**config.mk**
```make
export PLATFORM = sky130hd
export DESIGN_NAME = hazard_mdu_ctrl
export DESIGN_NICKNAME = d
export VERILOG_FILES = /design/src/rtl/hazard_mdu_ctrl.sv
export SDC_FILE = /design/constraint.sdc
export NUM_CORES = 1
export LEC_CHECK = 0
export ABC_CLOCK_PERIOD_IN_PS = 3700
export BUFFER_PORTS_ARGS = -buffer_cell sky130_fd_sc_hd__buf_2
export CORE_MARGIN = 2
export CORE_UTILIZATION = 43
export DETAILED_ROUTE_END_ITERATION = 7
export PLACE_DENSITY = 0.84
export SYNTH_ARGS = -nofsm -noshare
export SYNTH_HDL_FRONTEND = slang
export SYNTH_SLANG_ARGS = --single-unit
```
**constraint.sdc**
```tcl
create_clock -name clk -period 3.7 [get_ports clk]
set_input_delay 0.555 -clock clk [delete_from_list [all_inputs] [get_ports clk]]
set_output_delay 0.555 -clock clk [all_outputs]
set_load 0.01 [all_outputs]
```
**src/rtl/hazard_mdu_ctrl.sv**
```systemverilog
// hazard_mdu_ctrl
//   Execute-stage hazard unit for a five-stage RISC-V pipeline.
//   - Forwarding selects for the EX source muxes (M result has priority over W).
//   - Load-use stall detection between D and E.
//   - Two-state FSM that holds a multi-cycle mul/div op in EX for LATENCY
//     cycles, stalling the front of the pipe and bubbling M meanwhile.
//   - Stall/flush controls for the F, D, E and M pipeline registers.
//   LATENCY is the total number of cycles the op occupies EX; legal range 2..15
//   so that LATENCY-1 fits the 4-bit cycle counter.

module hazard_mdu_ctrl #(
   parameter int LATENCY = 4
) (
   input  logic       clk,
   input  logic       reset,
   input  logic [4:0] Rs1D,
   input  logic [4:0] Rs2D,
   input  logic [4:0] Rs1E,
   input  logic [4:0] Rs2E,
   input  logic [4:0] RdE,
   input  logic [4:0] RdM,
   input  logic [4:0] RdW,
   input  logic       RegWriteM,
   input  logic       RegWriteW,
   input  logic       ResultSrcE0,
   input  logic       PCSrcE,
   input  logic       MulDivE,
   output logic [1:0] forwardAE,
   output logic [1:0] forwardBE,
   output logic       stallF,
   output logic       stallD,
   output logic       flushD,
   output logic       stallE,
   output logic       flushE,
   output logic       flushM,
   output logic       mdu_start,
   output logic       mdu_done,
   output logic       mdu_busy
);

   typedef enum logic [0:0] {
      IDLE = 1'b0,
      BUSY = 1'b1
   } state_t;

   // Counter value seen on the final cycle of a held op.
   localparam logic [3:0] LAST_CYC = 4'(LATENCY - 1);

   // Forwarding select encodings.
   localparam logic [1:0] FWD_RF = 2'b00;
   localparam logic [1:0] FWD_W  = 2'b01;
   localparam logic [1:0] FWD_M  = 2'b10;

   state_t     state_r;
   logic [3:0] cyc_r;
   logic       busy_r;

   logic       lw_stall_s;
   logic       hold_s;
   logic       start_s;
   logic       done_s;

   // Select the bypass source for one EX operand; x0 is never forwarded and
   // the younger M-stage result wins over the W-stage result.
   function automatic logic [1:0] fwd_sel(
      input logic [4:0] rs,
      input logic [4:0] rd_m,
      input logic [4:0] rd_w,
      input logic       we_m,
      input logic       we_w
   );
      logic [1:0] sel;
      if ((rs != 5'd0) && we_m && (rs == rd_m)) begin
         sel = FWD_M;
      end else if ((rs != 5'd0) && we_w && (rs == rd_w)) begin
         sel = FWD_W;
      end else begin
         sel = FWD_RF;
      end
      return sel;
   endfunction

   // Load in E whose destination is read by the instruction in D.
   function automatic logic load_use(
      input logic       is_load,
      input logic [4:0] rd_e,
      input logic [4:0] rs1_d,
      input logic [4:0] rs2_d
   );
      logic hit;
      if (is_load && (rd_e != 5'd0)) begin
         hit = (rs1_d == rd_e) || (rs2_d == rd_e);
      end else begin
         hit = 1'b0;
      end
      return hit;
   endfunction

   // Forwarding selects: pure function of the register numbers, unaffected by reset.
   always_comb begin
      forwardAE = fwd_sel(Rs1E, RdM, RdW, RegWriteM, RegWriteW);
      forwardBE = fwd_sel(Rs2E, RdM, RdW, RegWriteM, RegWriteW);
   end

   // Load-use hazard detection.
   always_comb begin
      lw_stall_s = load_use(ResultSrcE0, RdE, Rs1D, Rs2D);
   end

   // Mul/div sequencing decode: start and hold in the issue cycle, hold while
   // counting, release with a done pulse on the last cycle.
   always_comb begin
      start_s = 1'b0;
      hold_s  = 1'b0;
      done_s  = 1'b0;
      case (state_r)
         IDLE: begin
            if (MulDivE) begin
               start_s = 1'b1;
               hold_s  = 1'b1;
            end else begin
               start_s = 1'b0;
               hold_s  = 1'b0;
            end
         end
         BUSY: begin
            if (cyc_r != LAST_CYC) begin
               hold_s = 1'b1;
            end else begin
               done_s = 1'b1;
            end
         end
         default: begin
            start_s = 1'b0;
            hold_s  = 1'b0;
            done_s  = 1'b0;
         end
      endcase
   end

   // Mul/div FSM: state, cycle counter and the registered busy flag.
   // The done cycle always returns to IDLE, so a following op starts one
   // cycle later instead of retriggering on the done cycle.
   always_ff @(posedge clk or posedge reset) begin
      if (reset) begin
         state_r <= IDLE;
         cyc_r   <= 4'd0;
         busy_r  <= 1'b0;
      end else begin
         case (state_r)
            IDLE: begin
               if (MulDivE) begin
                  state_r <= BUSY;
                  cyc_r   <= 4'd1;
                  busy_r  <= 1'b1;
               end else begin
                  state_r <= IDLE;
                  cyc_r   <= cyc_r;
                  busy_r  <= 1'b0;
               end
            end
            BUSY: begin
               if (cyc_r != LAST_CYC) begin
                  state_r <= BUSY;
                  cyc_r   <= cyc_r + 4'd1;
                  busy_r  <= 1'b1;
               end else begin
                  state_r <= IDLE;
                  cyc_r   <= 4'd0;
                  busy_r  <= 1'b0;
               end
            end
            default: begin
               state_r <= IDLE;
               cyc_r   <= 4'd0;
               busy_r  <= 1'b0;
            end
         endcase
      end
   end

   // Pipeline controls. Every control is forced low while reset is high so the
   // pipe is released the instant reset asserts, even mid-op. While an op is
   // held, E carries the mul/div, so a branch or load flush there is suppressed.
   always_comb begin
      if (reset) begin
         stallF    = 1'b0;
         stallD    = 1'b0;
         flushD    = 1'b0;
         stallE    = 1'b0;
         flushE    = 1'b0;
         flushM    = 1'b0;
         mdu_start = 1'b0;
         mdu_done  = 1'b0;
         mdu_busy  = 1'b0;
      end else begin
         stallF    = lw_stall_s | hold_s;
         stallD    = lw_stall_s | hold_s;
         flushD    = PCSrcE & ~hold_s;
         stallE    = hold_s;
         flushE    = (lw_stall_s | PCSrcE) & ~hold_s;
         flushM    = hold_s;
         mdu_start = start_s;
         mdu_done  = done_s;
         mdu_busy  = busy_r;
      end
   end

endmodule

```
==> reports/metrics.csv <==
metric,value,unit
Sink Count,5,
combinational share of power,0.533,
minimum clock period,2.571,ns
vias in the first global route,857,
cell area after synthesis,737.0,um^2
placed cells,152,
share of cells above drive strength 1,0.4714,
diode count,0,
setup TNS,0,ns
Synth top area share,0.1902,
Post-CTS Setup Bufs,0,
RD Place Congestion,0.8095,
"Clk pin slew, worst setup/hold paths",0.05,ns
"area leader, netlist",xnor2_1,
worst slew pin tran,0.3235,ns
switching share of power,0.4247,
fin cells,156,
Routed WL per cell,12.85,um
Hold Worst Slack,0.2485,ns
Die ar.,2061,um^2
"commonest non-fill, non-tap cell in the layout",buf_2,
Clk pwr share,0.167,
P_leak,0.0004853,uW
"Slew Viols, Final",0,
Post-DP Area,1008,um^2
most frequent cells in the layout,"buf_2, xnor2_1, xor2_1",
syn_area_per_cell,8.670,um^2
Crit Path Class,reg2out,
largest net degree at the start of global routing,12,
library cells used by synthesis,29,
filler cell count,144,
Worst-Skew Late Latency,0.25,ns
GRT overflow,0,
drt pass-1 iters,6,
Worst EP required,3.14,ns
post-cts sizing count,0,
WL final,2005,um
Max VDD drop,196.1,uV
failing checks,design-rule violations,
GRT Max-Usage Layer,met2,
Die Wd,45.40,um
CTS tree,yes,
DRC,1,
switching power total,167.5,uW
RSZ-0062 raised after global routing,no,
relative slew slack,0.7825,
clk buf depth,2,
I/O Pins,55,
"Hold-fix buffers, CTS",0,
Mapped Nets,128,
Cell Pwr Density,380.6,nW/um^2
Flop pwr share,0.299,
status,"complete, but fails checks",
post-route clock skew,0.008769,ns
DR vias,826,
final period utilization,0.6949,
setup violators final,0,
row count,14,
Reg2Reg Setup Slack,2.40,ns
Total GRT Usage,0.2298,
Vias/cell,5.295,
fin area,1036,um^2
CP max stage delay,0.41,ns
largest cells by area after synthesis,"xnor2_1, dfrtp_1, xor2_1",
CP cell instances,"ha_1, nor3b_1, a21oi_1, or3_1, o21bai_1, buf_2",
Hold Fails Final Rpt,0,
first-pass GRT wire length,3436,um
1st-iter DRT viols,15,
routing usage on met1,0.2336,
Worst Setup End Kind,output port,
Max Fclk,0.3889,GHz
Crit Path Max Fanout,5,
core footprint,1559,um^2
GR Util met2,0.4507,
Final nets,184,
Synth Register Bits,5,
CP Launch Type,register,
HP Class,in2async,
"antenna viol nets, final",0,
DP HPWL,1790,um
"Seq/Total Area, Yosys",0.1698,
slowest stage cell on the critical path,dfrtp_1,
root buf cell,clkbuf_4,
Die Span Y,45.40,um
Max-cap violations,0,
Initial Util,0.4727,
grt met3 use,0.05556,
number of CTS-inserted buffers,3,
synth-to-layout area growth,40.58,%
Port Buffer Count,54,
Synth Warn #,0,
Internal Pwr Total,226.8,uW
# H-tree levels,1,
Mapped Cells,85,
initial antenna violation count,0,
WP data arrival,2.02,ns
==> area by class of cell <==
cell class | instances | area, um^2 | share of cell area
tap | 16 | 20.02 | 0.01932
clock buffer | 3 | 22.52 | 0.02174
inverter | 3 | 11.26 | 0.01087
clock inverter | 1 | 5.005 | 0.004831
multi-input combinational | 74 | 581.8 | 0.5616
timing repair buffer | 54 | 270.3 | 0.2609
sequential | 5 | 125.1 | 0.1208
==> power groups by stage <==
| stage | clock network (uW) | registers (uW) | logic (uW) |
|---|---|---|---|
| after floorplan | 0 | 103 | 152 |
| after global placement | 0 | 114 | 201 |
| after detailed placement | 0 | 118 | 210 |
| after CTS | 68.0 | 118 | 212 |
| after global routing | 76.0 | 123 | 239 |
| final | 66.0 | 118 | 210 |
==> per-layer routing <==
metal | part of all wire | vias to the layer above
li1 | - | 414
met1 | 0.38 | 370
met2 | 0.54 | 42
met3 | 0.070 | 0
met4 | 0 | 0
met5 | 0 | -
==> worst max-delay path, delay by kind of cell, from the launching register on <==
family	cells	cell delay (ns)
adders and majority gates	1	0.21
and+or+nand+nor	2	0.69
DFF	1	0.41
buffers and inverters	1	0.15
AOI/OAI and AO/OA	2	0.31
==> logic make-up (layout without fill, tap and decap cells) <==
logic type / Yosys count / in the layout / synth area share
adders and majority gates: 1 / 1 / 0.01698
AOI/OAI and AO/OA: 11 / 11 / 0.09847
DFF: 5 / 5 / 0.1698
buffers and inverters: 6 / 61 / 0.04074
muxes: 1 / 1 / 0.01358
and+or+nand+nor: 31 / 31 / 0.3039
xor gates and xnor gates: 30 / 30 / 0.3565
==> path summary, 6_finish.rpt <==
| check | start | to | depth (start not counted) |
|---|---|---|---|
| min in group clk | cyc_r[3] | cyc_r[3] | 1 |
| hold / removal | reset | busy_r | 2 |
| setup / recovery | cyc_r[0] | flushE | 6 |
| setup reg to reg | cyc_r[0] | cyc_r[0] | 4 |
| hold reg to reg | cyc_r[3] | cyc_r[3] | 1 |
| max in group asynchronous | reset | cyc_r[2] | 2 |
==> per-stage QoR <==
step	util	total power [uW]	setup slack, ns
final	0.6645	394.3	1.129
after CTS	0.6645	398.7	1.130
after global placement	0.6469	315.4	1.358
after floorplan	-	254.8	1.527
after global routing	0.6645	438.4	0.9324
after detailed placement	0.6469	328.6	1.334
==> state kept, by name, indices dropped and copies added (netlist names) <==
name / flops
cyc_r: 4
busy_r: 1
==> synthesized netlist by cell type <==
master	count
xnor2_1	16
xor2_1	14
dfrtp_1	5
nand4_1	5
nand2_1	4
nor4_2	4
inv_1	3
nor2_1	3
nor3b_1	3
o21ai_0	3
a21oi_1	2
buf_4	2
nor2_4	2
nor3_1	2
o31ai_1	2
or4_4	2
a22o_1	1
a22oi_1	1
and2_1	1
clkbuf_1	1
ha_1	1
mux2i_1	1
nand3_1	1
nand3b_1	1
nor2b_1	1
o21bai_1	1
o31a_1	1
or3_1	1
or4_1	1
No activity file was read; power rests on OpenSTA's default activity.
